--- src/rtl/task_12_out_if.sv ---
// AXI-Stream output bundle of the task_12 output stage.
// Member names match the stage's external signal names so the frame
// boundary (o_tlast) and handshake (o_tvalid/i_tready) read the same everywhere.
interface task_12_out_if #(
    parameter int DATA_WIDTH = 8
);
    logic [DATA_WIDTH-1:0] o_tdata;
    logic                  o_tvalid;
    logic                  i_tready;
    logic                  o_tlast;

    modport master (
        output o_tdata,
        output o_tvalid,
        output o_tlast,
        input  i_tready
    );

    modport slave (
        input  o_tdata,
        input  o_tvalid,
        input  o_tlast,
        output i_tready
    );
endinterface

--- src/rtl/task_12_out.sv ---
// task_12 output stage: collects one frame of NUM_WORDS words from the
// strobe-only input stage, replays it as an AXI-Stream master, then pulses
// o_output_last so the input stage fetches the next frame.
module task_12_out #(
    parameter int DATA_WIDTH = 8,
    parameter int NUM_WORDS  = 243
) (
    input  logic                  i_clk,
    input  logic                  i_rst,
    input  logic [DATA_WIDTH-1:0] i_data,
    input  logic                  i_enb,
    task_12_out_if.master         axi,
    output logic                  o_output_last,
    output logic                  o_busy,
    output logic                  o_overflow
);
    localparam int CNT_WIDTH  = $clog2(NUM_WORDS + 1);
    localparam int ADDR_WIDTH = (NUM_WORDS > 1) ? $clog2(NUM_WORDS) : 1;
    localparam logic [CNT_WIDTH-1:0] LAST_IDX = CNT_WIDTH'(NUM_WORDS - 1);
    localparam logic [CNT_WIDTH-1:0] CNT_ZERO = {CNT_WIDTH{1'b0}};
    localparam logic [CNT_WIDTH-1:0] CNT_ONE  = CNT_WIDTH'(1);

    typedef enum logic [1:0] {
        s_COLLECT = 2'd0,
        s_DRAIN   = 2'd1,
        s_DONE    = 2'd2
    } state_t;

    state_t                state_q, state_d;
    logic [CNT_WIDTH-1:0]  wr_cnt_q, wr_cnt_d;
    logic [CNT_WIDTH-1:0]  rd_cnt_q, rd_cnt_d;
    logic [DATA_WIDTH-1:0] tdata_q, tdata_d;
    logic                  tvalid_q, tvalid_d;
    logic                  tlast_q, tlast_d;
    logic                  output_last_q, output_last_d;
    logic                  busy_q, busy_d;
    logic                  overflow_q, overflow_d;

    logic                  mem_we_d;
    logic [ADDR_WIDTH-1:0] mem_waddr_d;
    logic [DATA_WIDTH-1:0] mem_wdata_d;
    logic [CNT_WIDTH-1:0]  rd_inc_s;

    logic [DATA_WIDTH-1:0] mem_q [NUM_WORDS];

    // Frame buffer write port; contents are not reset, counters define validity.
    always_ff @(posedge i_clk) begin
        if (mem_we_d) begin
            mem_q[mem_waddr_d] <= mem_wdata_d;
        end
    end

    // Next-state, counters and registered AXI outputs. The next word is
    // pre-fetched into tdata_d on each handshake so o_tdata stays a flop.
    always_comb begin
        state_d       = state_q;
        wr_cnt_d      = wr_cnt_q;
        rd_cnt_d      = rd_cnt_q;
        tdata_d       = tdata_q;
        tvalid_d      = tvalid_q;
        tlast_d       = tlast_q;
        output_last_d = 1'b0;
        busy_d        = busy_q;
        overflow_d    = overflow_q;
        mem_we_d      = 1'b0;
        mem_waddr_d   = wr_cnt_q[ADDR_WIDTH-1:0];
        mem_wdata_d   = i_data;
        rd_inc_s      = rd_cnt_q + CNT_ONE;

        case (state_q)
            s_COLLECT: begin
                if (i_enb) begin
                    mem_we_d = 1'b1;
                    busy_d   = 1'b1;
                    if (wr_cnt_q == LAST_IDX) begin
                        // Word 0 is already stored (frame >= 2 words), so it can be presented now.
                        state_d  = s_DRAIN;
                        wr_cnt_d = CNT_ZERO;
                        rd_cnt_d = CNT_ZERO;
                        tvalid_d = 1'b1;
                        tdata_d  = mem_q[0];
                        tlast_d  = 1'b0;
                    end else begin
                        wr_cnt_d = wr_cnt_q + CNT_ONE;
                    end
                end else begin
                    mem_we_d = 1'b0;
                end
            end
            s_DRAIN: begin
                if (i_enb) begin
                    overflow_d = 1'b1;
                end else begin
                    overflow_d = overflow_q;
                end
                if (tvalid_q && axi.i_tready) begin
                    if (rd_cnt_q == LAST_IDX) begin
                        state_d       = s_DONE;
                        rd_cnt_d      = CNT_ZERO;
                        tvalid_d      = 1'b0;
                        tlast_d       = 1'b0;
                        output_last_d = 1'b1;
                    end else begin
                        rd_cnt_d = rd_inc_s;
                        tdata_d  = mem_q[rd_inc_s[ADDR_WIDTH-1:0]];
                        tlast_d  = (rd_inc_s == LAST_IDX);
                    end
                end else begin
                    rd_cnt_d = rd_cnt_q;
                end
            end
            s_DONE: begin
                if (i_enb) begin
                    overflow_d = 1'b1;
                end else begin
                    overflow_d = overflow_q;
                end
                busy_d  = 1'b0;
                state_d = s_COLLECT;
            end
            default: begin
                state_d  = s_COLLECT;
                wr_cnt_d = CNT_ZERO;
                rd_cnt_d = CNT_ZERO;
                tvalid_d = 1'b0;
                tlast_d  = 1'b0;
                busy_d   = 1'b0;
            end
        endcase
    end

    // State and output registers with synchronous reset.
    always_ff @(posedge i_clk) begin
        if (i_rst) begin
            state_q       <= s_COLLECT;
            wr_cnt_q      <= CNT_ZERO;
            rd_cnt_q      <= CNT_ZERO;
            tdata_q       <= {DATA_WIDTH{1'b0}};
            tvalid_q      <= 1'b0;
            tlast_q       <= 1'b0;
            output_last_q <= 1'b0;
            busy_q        <= 1'b0;
            overflow_q    <= 1'b0;
        end else begin
            state_q       <= state_d;
            wr_cnt_q      <= wr_cnt_d;
            rd_cnt_q      <= rd_cnt_d;
            tdata_q       <= tdata_d;
            tvalid_q      <= tvalid_d;
            tlast_q       <= tlast_d;
            output_last_q <= output_last_d;
            busy_q        <= busy_d;
            overflow_q    <= overflow_d;
        end
    end

    assign axi.o_tdata    = tdata_q;
    assign axi.o_tvalid   = tvalid_q;
    assign axi.o_tlast    = tlast_q;
    assign o_output_last  = output_last_q;
    assign o_busy         = busy_q;
    assign o_overflow     = overflow_q;
endmodule

--- src/flat_wrapper.sv ---
// flat-port wrapper written by rule: the top's interface ports become plain ports
module task_12_out_flat 
#(
    parameter int DATA_WIDTH = 8,
    parameter int NUM_WORDS  = 243
)
  (i_clk, i_rst, i_data, i_enb, o_output_last, o_busy, o_overflow, axi_o_tdata, axi_o_tvalid, axi_o_tlast, axi_i_tready);
  task_12_out_if #(.DATA_WIDTH(DATA_WIDTH)) axi_i ();
  input  logic i_clk;
  input  logic i_rst;
  input  logic [DATA_WIDTH-1:0] i_data;
  input  logic i_enb;
  output logic o_output_last;
  output logic o_busy;
  output logic o_overflow;
  output wire logic [$bits(axi_i.o_tdata)-1:0] axi_o_tdata;
  output wire logic [$bits(axi_i.o_tvalid)-1:0] axi_o_tvalid;
  output wire logic [$bits(axi_i.o_tlast)-1:0] axi_o_tlast;
  input wire logic [$bits(axi_i.i_tready)-1:0] axi_i_tready;
  assign axi_o_tdata = axi_i.o_tdata;
  assign axi_o_tvalid = axi_i.o_tvalid;
  assign axi_o_tlast = axi_i.o_tlast;
  assign axi_i.i_tready = axi_i_tready;
  task_12_out #(.DATA_WIDTH(DATA_WIDTH), .NUM_WORDS(NUM_WORDS)) u_core (.i_clk(i_clk), .i_rst(i_rst), .i_data(i_data), .i_enb(i_enb), .axi(axi_i), .o_output_last(o_output_last), .o_busy(o_busy), .o_overflow(o_overflow));
endmodule
--- config.mk ---
export PLATFORM = sky130hd
export DESIGN_NAME = task_12_out_flat
export DESIGN_NICKNAME = d
export VERILOG_FILES = /design/src/rtl/task_12_out_if.sv /design/src/rtl/task_12_out.sv /design/src/flat_wrapper.sv
export SDC_FILE = /design/constraint.sdc
export NUM_CORES = 2
export LEC_CHECK = 0
export CAP_MARGIN = 0
export CORE_MARGIN = 2
export CORE_UTILIZATION = 35
export CTS_CLUSTER_DIAMETER = 150
export CTS_CLUSTER_SIZE = 12
export DETAILED_ROUTE_END_ITERATION = 8
export GPL_TIMING_DRIVEN = 0
export SLEW_MARGIN = 20
export SYNTH_ARGS = -nofsm -noshare
export SYNTH_HDL_FRONTEND = slang
export SYNTH_SLANG_ARGS = --single-unit
--- constraint.sdc ---
create_clock -name i_clk -period 5 [get_ports i_clk]
set_clock_uncertainty 0.2 [all_clocks]
set_input_delay 1.5 -clock i_clk [delete_from_list [all_inputs] [get_ports i_clk]]
set_output_delay 1.5 -clock i_clk [all_outputs]
set_load 0.05 [all_outputs]
==> out/summary.txt <==
crit path kind = in -> reg
Slew Limit Fails = 0
total gr overflow = 0
Async S/R FF share, synth = 0
Mean Syn Cell Area = 21.0 um^2
Final WS setup = -0.0334 ns
Core Area = 219000 um^2
Worst Path Required = 5.27 ns
CTS tree = yes
maximum VDD drop = 0.000278 V
pwr dens = 358 nW/um^2
Initial Util = 0.351
number of fillers in the final layout = 19200
fin crit share = 1.01
DR WL/cell = 33.8 um
hold endpoint = u_core.state_q[0]
CTS max path bufs = 3
sequential share of power = 0.582
Max Freq = 0.199 GHz
global-route wire length before repair = 316 mm
routability congestion estimate = 1.01
First DRT Iteration DRCs = 5573
cells after synthesis = 3678
RSZ-0062 raised after global routing = true
clock sink count = 1975
DRC errors left = 0
top cell type's share of synthesized area = 0.757
Final Routed Wirelength = 231 mm
Synth Flop Type = edfxtp_1
Layout area overhead = 13.5%
clock share of power = 0.405
Hold Startpoint = u_core.state_q[0]
synth top area cells = edfxtp_1, mux4_2, nor2_1, nand2_1, mux2i_1
endpoints failing hold = 0
Place WS = -1.83 ns
Least-Margin Pin Slew = 1.28 ns
Psw = 6.39 mW
Max-slew headroom = 0.146
Mapped Nets = 3700
drt pass-1 iters = 6
CP Capture Type = flip-flop
dpl cell area = 81800 um^2
Worst R2R End = u_core.axi.o_tdata[2]
Clock Latency Late Sink = 0.85 ns
worst hold margin = 0.349 ns
# setup viols final = 38
vias per cell = 5.76
cell row count = 172
post-DP HPWL = 158 mm
status = finished with violations
Buffers on Ports = 24
Max-Cap Viols = 0
Tmin final = 5.03 ns
internal power = 24.9 mW
Synthesis Warnings = 0
GRT Total Usage = 0.204
share of cells above drive strength 1 = 0.255
leading area contributor after synthesis = edfxtp_1
vias in the first global route = 38600
total power = 31.3 mW
Vias = 39500
worst-path maximum fanout = 10
WP data arrival = 5.31 ns
antenna violations before repair = 7
Post-CTS Hold Fix Bufs = 0
Unique masters post-synth = 59
final-stage net count = 3939
r2r startpoint = u_core.rd_cnt_q[0]
largest net degree at the start of global routing = 132
# Post-CTS Setup Buffers = 0
number of synthesized register bits = 1975
CTS buffer count = 182
H-tree lvl count = 4
number of nets with antenna violations after routing = 0
Final TNS setup = -0.496 ns
worst hold path stage count = 2
startpoint types = input pin
post-synthesis cell area = 77100 um^2
root buf cell = clkbuf_16
R2R Setup Slk = 0.03 ns
Ports = 25
sequential area share after synthesis = 0.765
sw frac = 0.204
die span in y = 473 um
R2R cell count = 13
EDFF count, synth = 1944
clk slew on worst S/H paths = 0.06 ns
Hold WC Path Type = reg -> reg
CP Launch Point = i_enb
failing checks = setup timing
Comb pwr share = 0.013
Finished Cell Area = 87500 um^2
die area = 224000 um^2
die width = 473 um
leakage = 26.3 nW
-- logic make-up after synthesis --
logic type	Yosys count	synth area share
xor gates and xnor gates	18	0.00234
muxes	605	0.163
AOI/OAI and AO/OA	184	0.0175
adders and majority gates	10	0.00162
and+or+nand+nor	656	0.0351
buffers and inverters	230	0.0152
DFF	1975	0.765
-- cell usage in the layout (no fill, tap or decap), drive strengths merged, types with 6 or more instances in the layout --
master,count
nor2b,8
clkbuf,323
a311oi,10
nand3,75
nor3,8
inv,16
a21oi,43
o22ai,10
o221ai,25
nand4,19
o21ai,19
mux4,518
xor2,11
buf,158
edfxtp,1944
a21o,7
nand2,239
a32o,6
xnor2,7
ha,10
o311ai,6
clkinv,10
mux2i,87
a32oi,16
dfxtp,31
nor2,289
clkdlybuf4s50,16
a31oi,9
-- how the worst max path moves through the flow --
stage | endpoint | cells past startpoint
after floorplan | u_core.axi.o_tdata[0] | 14
after global placement | u_core.mem_q[101][0] | 1
after detailed placement | u_core.axi.o_tdata[4] | 15
after CTS | u_core.mem_q[146][0] | 7
after global routing | u_core.mem_q[169][6] | 7
final | u_core.mem_q[116][7] | 8
-- final cells by class --
class	instances	area, um^2	share of cell area
Antenna cell	5	12.5	0.000143
Buffer	218	1410	0.0161
Clock buffer	224	4710	0.0539
Clock inverter	15	325	0.00372
Inverter	12	45.0	0.000515
Multi-Input combinational cell	1473	17300	0.197
Sequential cell	1975	59000	0.675
Tap cell	2871	3590	0.0411
Timing Repair Buffer	55	1110	0.0126
-- cell usage after synthesis (4+ instances only) --
master and count:
buf_6 13, nand2_1 239, xnor2_1 4, a31oi_1 9, nor3_1 7, or3_1 4, nand4_1 19, o21ai_0 18
a32o_1 6, o2111a_1 5, a21oi_1 43, o22ai_1 10, a211oi_1 5, xor2_1 11, inv_1 11, mux4_2 515
ha_1 10, nor2_1 287, nand3_1 75, buf_2 52, a311oi_1 10, a21o_1 7, nor2b_1 8, o311ai_0 4
edfxtp_1 1944, a32oi_1 16, buf_1 18, a221oi_1 5, o221ai_1 25, mux2i_1 87, clkbuf_1 95, buf_4 37
dfxtp_1 31
-- critical path, cell delays in order --
cell             delay, ns
clkdlybuf4s50_1       0.83
inv_1                 0.27
nor2_1                0.38
clkbuf_1              0.35
nand3_1               0.49
clkbuf_2              0.50
buf_16                0.29
nor2_1                0.66
-- power by group through the flow --
| stage | logic [mW] | clock network, mW | registers, mW |
|---|---|---|---|
| finish | 0.419 | 12.7 | 18.2 |
| global route | 0.441 | 13.4 | 18.2 |
| CTS | 0.415 | 12.8 | 18.2 |
| detailed placement | 0.417 | 0 | 18.5 |
| global placement | 0.338 | 0 | 18.7 |
| floorplan | 0.0401 | 0 | 18.5 |
-- per-layer routing --
metal	GRT usage	wire length, um	vias to the layer above	part of all wire
met3	0.0459	22400	487	0.097
met1	0.276	90200	21200	0.39
met2	0.314	106000	2138	0.46
li1	-	-	15600	-
met4	0.0980	13000	0	0.056
met5	0	0	-	0
-- flip-flops by register name, indices dropped and copies added, names as in the netlist, 2 cells and up --
signal	flops
u_core.axi.o_tdata	8
u_core.rd_cnt_q	8
u_core.mem_q	1944
u_core.mem_waddr_d	8
u_core.state_q	2
-- stage by stage --
step | cells | util
finish | 6848 | 0.399
global route | 6843 | 0.399
CTS | 6842 | 0.398
detailed placement | 6603 | 0.373
global placement | 6573 | 0.369
floorplan | 3678 | -
-- timing repair --
action,in CTS,in global routing
endpoints found under the setup margin,185,280
gates resized for setup,137,47
pin swaps,5,1
(Power assumes the default switching activity.)
